===== src/rtl/oam_dma.sv =====
// OAM DMA engine: snoops CPU writes to 0xFF46 and copies BYTE_COUNT bytes from
// page {page, 8'h00} into OAM through a one-cycle read/write pipeline.
module oam_dma #(
  parameter int BYTE_COUNT   = 160,
  parameter int SETUP_CYCLES = 1
) (
  input  logic        iClock,
  input  logic        iReset,
  input  logic        iCpuWe,
  input  logic [15:0] iCpuAddr,
  input  logic [7:0]  iCpuData,
  input  logic [7:0]  iDmaReadData,
  output logic        oDmaActive,
  output logic [15:0] oDmaReadAddr,
  output logic        oOamWe,
  output logic [7:0]  oOamAddr,
  output logic [7:0]  oOamData,
  output logic [7:0]  oDmaReg,
  output logic        oDone
);

  typedef enum logic [1:0] {IDLE, SETUP, XFER, DRAIN} state_e;

  localparam logic [8:0] LAST_IDX   = 9'(BYTE_COUNT - 1);
  localparam logic [3:0] SETUP_LOAD = (SETUP_CYCLES == 0) ? 4'd0 : 4'(SETUP_CYCLES - 1);

  state_e      state_q;
  logic [7:0]  page_q;
  logic [8:0]  idx_q;
  logic [8:0]  idx_d;
  logic [3:0]  setup_cnt_q;
  logic [7:0]  dma_reg_q;
  logic [15:0] rd_addr_q;
  logic        active_q;
  logic        oam_we_q;
  logic [7:0]  oam_addr_q;
  logic        done_q;
  logic        trigger;
  logic [7:0]  eff_page;

  // 0xE0-0xFF source pages are echo RAM; fold them onto 0xC0-0xDF.
  always_comb begin
    trigger  = iCpuWe && (iCpuAddr == 16'hFF46);
    eff_page = (iCpuData[7:5] == 3'b111) ? (iCpuData & 8'hDF) : iCpuData;
    idx_d    = idx_q + 9'd1;
  end

  // NOTE: every register here uses non-blocking assignment so all state
  // advances together on the edge regardless of statement order.
  always_ff @(posedge iClock or negedge iReset) begin
    if (!iReset) begin
      state_q     <= IDLE;
      page_q      <= 8'h00;
      idx_q       <= 9'd0;
      setup_cnt_q <= 4'd0;
      dma_reg_q   <= 8'h00;
      rd_addr_q   <= 16'h0000;
      active_q    <= 1'b0;
      oam_we_q    <= 1'b0;
      oam_addr_q  <= 8'h00;
      done_q      <= 1'b0;
    end else begin
      done_q <= 1'b0;
      if (trigger) begin
        // A trigger in any state restarts; the pending write and any done are dropped.
        dma_reg_q   <= iCpuData;
        page_q      <= eff_page;
        idx_q       <= 9'd0;
        setup_cnt_q <= SETUP_LOAD;
        active_q    <= 1'b1;
        oam_we_q    <= 1'b0;
        if (SETUP_CYCLES == 0) begin
          state_q   <= XFER;
          rd_addr_q <= {eff_page, 8'h00};
        end else begin
          state_q   <= SETUP;
        end
      end else begin
        unique case (state_q)
          IDLE: begin
            oam_we_q <= 1'b0;
          end
          SETUP: begin
            if (setup_cnt_q == 4'd0) begin
              state_q   <= XFER;
              rd_addr_q <= {page_q, 8'h00};
            end else begin
              setup_cnt_q <= setup_cnt_q - 4'd1;
            end
          end
          XFER: begin
            oam_we_q   <= 1'b1;
            oam_addr_q <= idx_q[7:0];
            idx_q      <= idx_d;
            // The read address stays on the last byte through DRAIN and IDLE.
            if (idx_q == LAST_IDX) begin
              state_q <= DRAIN;
            end else begin
              rd_addr_q <= {page_q, idx_d[7:0]};
            end
          end
          DRAIN: begin
            oam_we_q <= 1'b0;
            active_q <= 1'b0;
            done_q   <= 1'b1;
            state_q  <= IDLE;
          end
          default: state_q <= IDLE;
        endcase
      end
    end
  end

  assign oDmaActive   = active_q;
  assign oDmaReadAddr = rd_addr_q;
  assign oOamWe       = oam_we_q;
  assign oOamAddr     = oam_addr_q;
  assign oOamData     = iDmaReadData;
  assign oDmaReg      = dma_reg_q;
  assign oDone        = done_q;

endmodule

===== config.mk =====
export PLATFORM = sky130hd
export DESIGN_NAME = oam_dma
export DESIGN_NICKNAME = d
export VERILOG_FILES = /design/src/rtl/oam_dma.sv
export SDC_FILE = /design/constraint.sdc
export NUM_CORES = 1
export LEC_CHECK = 0
export BUFFER_PORTS_ARGS = -buffer_cell sky130_fd_sc_hd__buf_4
export CORE_UTILIZATION = 49
export CTS_BUF_LIST = sky130_fd_sc_hd__clkbuf_2
export DETAILED_ROUTE_END_ITERATION = 8
export PLACE_DENSITY = 0.75
export SYNTH_ARGS = -nofsm -noshare
export SYNTH_HDL_FRONTEND = slang
export SYNTH_SLANG_ARGS = --single-unit

===== constraint.sdc =====
create_clock -name iClock -period 3.2 [get_ports iClock]
set_clock_uncertainty 0.2 [all_clocks]
set_input_delay 0.64 -clock iClock [delete_from_list [all_inputs] [get_ports iClock]]
set_output_delay 0.64 -clock iClock [all_outputs]
set_load 0.02 [all_outputs]

* Word level (Yosys, flattened, before mapping)
Cells that the tools add are included.
** Cells by class
- $add $sub $neg :: 2
- Equality and inequality tests :: 11
- Muxes and demuxes :: 19
- Bitwise logic cells :: 1
- Reductions and logical operators :: 14
** Operator list (count)
- $mux 16 :: 2
- $pmux 16 s2 :: 1
- $mux 9 :: 2
- $eq 16x16->1 const B :: 1
- $mux 4 :: 3
- $add 9x1->9 const B :: 1
- $eq 9x8->1 const B :: 1
- $reduce_bool 2->1 :: 4
- $mux 2 :: 3
- $mux 6 :: 1
- $ne 2x2->1 const B :: 3
- $ne 3x3->1 const B :: 2
- $pmux 2 s3 :: 1
- $mux 1 :: 5
- $eq 2x2->1 const B :: 2
- $logic_not 4->1 :: 1
- $reduce_and 2->1 :: 2
- $reduce_and 4->1 :: 1
- $reduce_bool 4->1 :: 1
- $sub 4x1->4 const B :: 1
- $eq 3x3->1 const B :: 1
- $reduce_and 3->1 :: 1
- $reduce_bool 3->1 :: 1
- $eq 2x1->1 const B :: 1
- other kinds (5) :: 5
** Storage, ports and cells
- Bits in registers :: 58
- Bits of input ports :: 35
- Output and inout port bits :: 43
- Logic and storage cells :: 57

* Longest topological paths before layout
Gate-level depths: netlist of the first run.
- Word-level depth :: 4
- Gate-level depth with buffers :: 8

* Worst setup path after synthesis of the first run
No wires, ideal clock.
- Path kind :: register to register
- Start :: register setup_cnt_q[0]
- End :: register rd_addr_q[10], in the netlist oDmaReadAddr[10]
- Data arrival time :: 1.941 ns
- Slack :: 0.934 ns
- Stages on the path, launching flop included :: 9
- Path buffers :: 1
- Clock period less this slack :: 2.266 ns
- Cells stage by stage :: dfrtp_1 inv_1 ha_1 or3b_4 nand2_8 o41ai_4 nor3_4 buf_12 mux2_4
** On the way
- Cells in the longest elaborated chain, start to end :: 3
** Ends and longest elaborated chain
- start: declaration :: RTL line 31 : logic [3:0] setup_cnt_q;
- start signal: assignment :: RTL line 88 : setup_cnt_q <= setup_cnt_q - 4'd1;
- $logic_not 4->1 :: RTL line 84 : if (setup_cnt_q == 4'd0) begin
- $ne 2x2->1 (no line)
- $reduce_and 4->1 (no line)
- end signal: assignment :: RTL line 74 : rd_addr_q <= {eff_page, 8'h00};
- end signal: assignment :: RTL line 86 : rd_addr_q <= {page_q, 8'h00};
- end signal: assignment :: RTL line 99 : rd_addr_q <= {page_q, idx_d[7:0]};
- end: declaration :: RTL line 33 : logic [15:0] rd_addr_q;
No other way between the ends.
A chain may end at the register's enable or synchronous reset.

* Worst setup path in the final report of the first run
- Start :: register idx_q[0]
- End :: register rd_addr_q[9], in the netlist oDmaReadAddr[9]
** On the way
- Cells in the longest elaborated chain, start to end :: 3
** Ends and longest elaborated chain
- start: declaration :: RTL line 29 : logic [8:0] idx_q;
- start signal: assignment :: RTL line 94 : idx_q <= idx_d;
- $eq 9x8->1 :: RTL line 96 : if (idx_q == LAST_IDX) begin
- $ne 2x2->1 (no line)
- $reduce_and 4->1 (no line)
No other way between the ends.

==> results of run 1 <==
[stage by stage]
stage                     hold slack [ns]  utilization
after global placement              0.268        0.599
after floorplan                     0.144            -
final                               0.182        0.612
after CTS                           0.160        0.612
after global routing                0.130        0.612
after detailed placement            0.280        0.599
[flip-flops by register name (all words and copies together), names as in the netlist]
signal,count
oDone,1
oDmaReg,2
oDmaActive,1
state_q,2
idx_q,9
oDmaReadAddr,16
setup_cnt_q,4
oOamAddr,8
page_q,7
oOamWe,1
[cell type report]
class,instances,area (µm²)
Clock inverter,3,27.5
Tap cell,67,83.8
Sequential cell,51,1280
Timing Repair Buffer,65,490
Fill cell,406,1870
Clock buffer,5,25.0
Inverter,8,30.0
Multi-Input combinational cell,124,1020
[critical path: stages, from the launching register on]
cell and delay (ns):
dfrtp_1 0.53, ha_1 0.27, and3_1 0.30, nand3_4 0.14, o41ai_4 0.08, nor3_4 0.31
buf_4 0.30, mux2_4 0.32
[cells by family (layout without fill, tap and decap cells)]
| family | Yosys count | after routing |
|---|---|---|
| xor+xnor | 16 | 16 |
| mux | 32 | 32 |
| fa+ha+maj | 5 | 5 |
| compound gates | 13 | 13 |
| flops | 51 | 51 |
| simple gates | 58 | 58 |
| buf+inv | 33 | 81 |
[repair_timing]
item,CTS,global route
hold buffers,1,0
hold endpoints to repair,51,0
resized for setup,0,0
[power by group]
part	switching, W	internal [W]	total (W)	leakage (nW)
sequential	0.000137	0.000766	0.000904	0.631
combinational	0.000246	0.000257	0.000503	0.806
clock	0.000219	0.0000609	0.000280	0.0311
[cells in the mapped netlist, drive strengths merged (2+ instances only)]
library cell,count
mux2,31
nor3,5
nand4,4
nor2,24
clkbuf,3
xnor2,9
inv,8
nand3,6
xor2,7
o21ai,2
nor4,2
dfrtp,51
buf,22
ha,5
and3,2
nand2,8
a21oi,5
and2,2
[routing by layer]
layer / vias up / GRT usage / share of wire
met5: - / 0 / 0
met4: 0 / 0.0726 / 0.014
met3: 5 / 0.0466 / 0.056
met2: 58 / 0.293 / 0.45
met1: 769 / 0.254 / 0.48
li1: 779 / - / -
[how the worst max path moves through the flow]
stage	end	start
2_1_floorplan	oDmaReadAddr[10]	setup_cnt_q[0]
3_3_place_gp	oDmaReadAddr[15]	iCpuAddr[15]
3_5_place_dp	oDmaReadAddr[15]	setup_cnt_q[0]
4_1_cts	oDmaReadAddr[9]	idx_q[0]
5_1_grt	oDmaReadAddr[9]	idx_q[0]
6_report	oDmaReadAddr[9]	idx_q[0]
==> impl_results.md, run 1 <==
* Outcome: completed
* Most frequent cells in the layout: buf_4, dfrtp_1, nor2_1
* GRT Overall Usage at 0.188
* Setup violations, final at 0
* Dpl cells at 314
* Worst reg2reg path endpoint: oDmaReadAddr[9]
* WHS Path Cells at 2
* Fin crit share at 0.780
* #FFs+latches synth at 51
* Cts bufs inserted at 5
* Async SR Flop Fraction at 1.00
* Drt wl/cell at 13.5 µm
* Actual slew at the worst max-slew pin at 0.621 ns
* Fraction of the mapped netlist area in adder cells at 0.0250
* Synth Area in Simple Gates at 0.127
* Area growth syn-to-layout at 17.7%
* Top FF cell, synth: dfrtp_1
* Vias at 1,611
* Final hold vios at 0
* Gr ovfl total at 0
* Die W at 73.5 µm
* Post-synthesis compound-gate area fraction at 0.0414
* Vias per inst at 4.99
* Post-DP Area at 0.00289 mm²
* Reg2reg start: idx_q[0]
* Fmax at 0.401 GHz
* Yosys warnings at 0
* Mapped Avg Cell Area at 12.0 µm²
* Highest net fanout along the worst path at 10
* Post-Syn Instances at 208
* Vias in the first global route at 1,657
* Routability cong. at 0.812
* Post-synth top area share at 0.509
* Largest net degree at the start of global routing at 52
* Post-synthesis sequential area ratio at 0.509
* CTS tree: yes
* Max cap viols at 0
* Mapped Nets at 248
* Synth cell types at 37
* Share of layout cells above drive strength 1 at 0.430
* P_leak at 1.47 nW
* Core area at 0.00482 mm²
* CP Data Arrival Time at 2.69 ns
* Unrepaired setup endpoints after global routing: no
* Number of clock sinks at 51
* P per Cell Area at 571 mW/mm²
* Synth area leaders: dfrtp_1, mux2_2, mux2_4
* DRT Wirelength at 4370 µm
* CTS clk-pin slew, worst paths at 0.28 ns
* Initial drt markers at 100
* Setup TNS at 0 ns
* Layout Cells excl Fill at 323
* Setup Fix Bufs, Post-CTS at 0
* Slew HR at 0.585
* Most common cell after layout, fill and taps aside: buf_4
* First-pass GRT wire length at 7700 µm
* Xor-xnor portion of the synthesized cell area at 0.0559
* I/O Pins at 78
* Total Die Area at 0.00540 mm²
* Root Driver: clkbuf_2
* R2r setup slk at 0.71 ns
* Drc violations at 0
* Post-synthesis mux area share at 0.157
* Largest family of logic cells by synthesized area: multiplexers
* Path depth of the worst reg2reg path at 7
* Max VDD drop at 439 µV
* Initial Util at 0.520
* CTS Buffer Depth at 2
* Fin. max-slew vios at 0
* Largest area contributor in the netlist: dfrtp_1
* Min-Delay Path Class: in -> reg
* Post-synth EDFFs at 0
* Diode count at 0
* Cell Area, Synth at 0.00251 mm²
* Final min period at 2.49 ns
* Critical path type: reg -> reg
* Final std cell area, no fill at 0.00295 mm²
* Total power at 0.00169 W
* Rows at 25
* H-tree levels at 2
* Initial antenna violation count at 0
* Crit end category: flop
* Final Worst Setup Slack at 0.706 ns
* Die H at 73.5 µm
* Type of origin of the critical path: flop
* Worst Path Required at 3.39 ns
* Nets@finish at 295
* Critical hold path startpoint: iCpuData[0]
* Drt pass-1 iters at 4
* Antenna viol nets, final at 0
* Dpl ws at 0.709 ns
* Worst skew pair latency at 0.45 ns
* Hold path endpoint: page_q[0]
* DP Wirelength at 3160 µm
* PortBufs at 61
No activity file was read; power rests on OpenSTA's default activity.
==> run 2, diff against run 1 <==
--- a/config.mk
+++ b/config.mk
@@ -5,6 +5,7 @@
 export SDC_FILE = /design/constraint.sdc
 export NUM_CORES = 1
 export LEC_CHECK = 0
+export ABC_AREA = 1
 export BUFFER_PORTS_ARGS = -buffer_cell sky130_fd_sc_hd__buf_4
 export CORE_UTILIZATION = 49
 export CTS_BUF_LIST = sky130_fd_sc_hd__clkbuf_2
==> constraint.sdc (replaced) <==
create_clock -name iClock -period 2.6 [get_ports iClock]
set_clock_uncertainty 0.2 [all_clocks]
set_input_delay 0.52 -clock iClock [delete_from_list [all_inputs] [get_ports iClock]]
set_output_delay 0.52 -clock iClock [all_outputs]
set_load 0.02 [all_outputs]
==> run 2 against run 1 <==
Net effect:
- cell count rose by 33%
- maximum frequency rose by 23%
- count of clock-buffer cells in the layout did not move
- combinational power rose by 130%
- largest cell class unchanged
- sequential share of layout area fell by 1.1 points
- worst hold slack got worse by 0.13 ns
- highest routed layer unchanged
- largest power group is now combinational logic
- sequential power rose by 21%
- first-iteration DRC count fell by 8.0%
- synthesized cell count rose by 48%
- via count rose by 29%
- utilization rose by 1.6 points
- area after synthesis rose by 0.45%
==> impl_results.md, run 2 <==
* Outcome: completed
* Post-synth top cells: nand2_1, dfrtp_1, inv_1
* Number of clock sinks at 51 (unchanged)
* Async SR Flop Fraction at 1.00 (unchanged)
* Critical hold path startpoint: iCpuData[0]
* Drc violations at 0 (unchanged)
* Vias per inst at 4.85 (-2.7%)
* Most frequent cells in the layout: nand2_1, buf_4, dfrtp_1
* Final hold vios at 0 (unchanged)
* Gr ovfl total at 0 (unchanged)
* PortBufs at 61 (unchanged)
* Top FF cell, synth: dfrtp_1
* P per Cell Area at 884 mW/mm² (+55%)
* Yosys warnings at 0 (unchanged)
* Initial antenna violation count at 0 (unchanged)
* Fmax at 0.492 GHz (+23%)
* Post-layout util at 0.628 (+0.0158)
* Type of origin of the critical path: flop
* Largest area contributor in the netlist: dfrtp_1
* Max cap viols at 0 (unchanged)
* Highest net fanout along the worst path at 16 (+6)
* Share of layout cells above drive strength 1 at 0.238 (-0.192)
* P_leak at 1.72 nW (+17%)
* H-tree levels at 2 (unchanged)
* Path depth of the worst reg2reg path at 9 (+2)
* CTS clk-pin slew, worst paths at 0.27 ns (about the same)
* Unrepaired setup endpoints after global routing: no
* Layout Cells excl Fill at 429 (+33%)
* Vias in the first global route at 1,959 (+18%)
* CP Data Arrival Time at 2.24 ns (-0.45 ns)
* Post-synth top area share at 0.507 (-0.00228)
* Nets@finish at 401 (+36%)
* Setup violations, final at 0 (unchanged)
* Area growth syn-to-layout at 20.2%
* Post-synth EDFFs at 0 (unchanged)
* Routability cong. at 0.819 (+0.89%)
* Synth cell types at 27 (-27%)
* Post-Syn Instances at 308 (+48%)
* Post-synthesis sequential area ratio at 0.507 (-0.00228)
* #FFs+latches synth at 51 (unchanged)
* Post_cts resized at 0 (unchanged)
* GRT Overall Usage at 0.200 (+0.0120)
* Initial drt markers at 92 (-8.0%)
* Final min period at 2.03 ns (-0.462 ns)
* R2r setup slk at 0.57 ns (-0.14 ns)
* Mapped Nets at 348 (+40%)
* DP Wirelength at 3610 µm (+14%)
* Initial Util at 0.523 (+0.00234)
* Most common cell after layout, fill and taps aside: nand2_1
* Total Die Area at 0.00543 mm² (+0.44%)
* Drt wl/cell at 11.6 µm (-14%)
* Max FFs per register at 16 (unchanged)
* Setup TNS at 0 ns (unchanged)
* WHS Path Cells at 3 (+1)
* Worst skew pair latency at 0.44 ns (about the same)
* Root Driver: clkbuf_2
* Slew HR at 0.586 (+0.00141)
* Min-Delay Path Class: in -> reg
* Hold path endpoint: page_q[0]
* Worst Path Required at 2.81 ns (-0.58 ns)
* Worst reg2reg path endpoint: oDmaReadAddr[1]
* I/O Pins at 78 (unchanged)
* First-pass GRT wire length at 8300 µm (+7.8%)
* Cell Area, Synth at 0.00252 mm² (+0.45%)
* Critical path type: reg -> reg
* Mapped Avg Cell Area at 8.17 µm² (-32%)
* Die W at 73.7 µm (+0.22%)
* Antenna viol nets, final at 0 (unchanged)
* Diode count at 0 (unchanged)
* Core area at 0.00482 mm² (unchanged)
* Fin. max-slew vios at 0 (unchanged)
* Dpl cells at 420 (+34%)
* CTS tree: yes
* DRT Wirelength at 4960 µm (+14%)
* Crit end category: flop
* CTS Buffer Depth at 2 (unchanged)
* Cts bufs inserted at 5 (unchanged)
* Fin crit share at 0.782 (+0.00227)
* Total power at 0.00267 W (+59%)
* Vias at 2,081 (+29%)
* Max VDD drop at 373 µV (-15%)
* Die H at 73.7 µm (+0.22%)
* Largest net degree at the start of global routing at 52 (unchanged)
* Rows at 25 (unchanged)
* Synth area leaders: dfrtp_1, nand2_1, inv_1
* Drt pass-1 iters at 4 (unchanged)
* Reg2reg start: setup_cnt_q[0]
* Actual slew at the worst max-slew pin at 0.621 ns (+0.000182 ns)
* Count leader, synth: nand2_1
-- run 2: worst max-delay path by stage --
stage                         from          endpoint  slack (ns)  cells after the start
finish              setup_cnt_q[0]   oDmaReadAddr[1]        0.57                      9
global placement       iCpuAddr[4]  oDmaReadAddr[11]        0.59                      9
CTS                 setup_cnt_q[0]  oDmaReadAddr[13]        0.56                      9
global route        setup_cnt_q[1]  oDmaReadAddr[15]        0.31                      9
detailed placement     iCpuAddr[5]   oDmaReadAddr[9]        0.54                      9
floorplan           setup_cnt_q[0]  oDmaReadAddr[10]        0.83                     10
-- run 2: power breakdown --
| part | switching [W] | internal, W |
|---|---|---|
| clock network | 0.000264 | 0.000165 |
| registers | 0.000123 | 0.000962 |
| logic | 0.000744 | 0.000415 |
| total | 0.00113 | 0.00154 |
-- run 2: repair_timing --
| item | 4_1_cts | 5_1_grt |
|---|---|---|
| endpoints found under the hold margin | 51 | 0 |
| setup buffers | 0 | 0 |
| hold buffers | 1 | 0 |
-- run 2: cells by family (layout without fill, tap and decap cells) --
family,after synthesis,count (layout),share of synthesized area
adder cells (fa/ha/maj),5,5,0.0249
flip-flops,51,51,0.507
buffers and inverters,57,111,0.115
AO/OA/AOI/OAI,38,38,0.0830
XOR/XNOR,2,2,0.00696
AND/OR/NAND/NOR,155,155,0.263
-- run 2: critical path, cell delays in order (launching register included) --
cell     delay (ns)
dfrtp_1        0.47
inv_1          0.07
ha_1           0.17
nor3b_1        0.19
nor2_1         0.12
inv_2          0.08
nand2_2        0.15
nor2_4         0.36
nand2_1        0.11
nand2_1        0.08
-- run 2: per-layer routing --
metal / wire, µm / share of wire / global-route usage
met5: 0 / 0 / 0
met4: 75 / 0.015 / 0.0641
met3: 210 / 0.042 / 0.0384
met2: 2450 / 0.49 / 0.356
met1: 2220 / 0.45 / 0.243
-- run 2: layout make-up --
type | count | area (µm²)
Clock buffer | 5 | 25.0
Fill cell | 459 | 1790
Multi-Input combinational cell | 200 | 951
Clock inverter | 3 | 46.3
Tap cell | 67 | 83.8
Timing Repair Buffer | 68 | 513
Inverter | 35 | 131
Sequential cell | 51 | 1280
-- run 2: per-stage QoR --
stage / hold slack (ns) / instance area, µm² / worst slack [ns]
floorplan: 0.0244 / 2520 / 0.828
global placement: 0.257 / 2950 / 0.590
detailed placement: 0.260 / 2950 / 0.538
CTS: 0.0255 / 3030 / 0.562
global route: 0.0241 / 3030 / 0.314
finish: 0.0500 / 3030 / 0.567
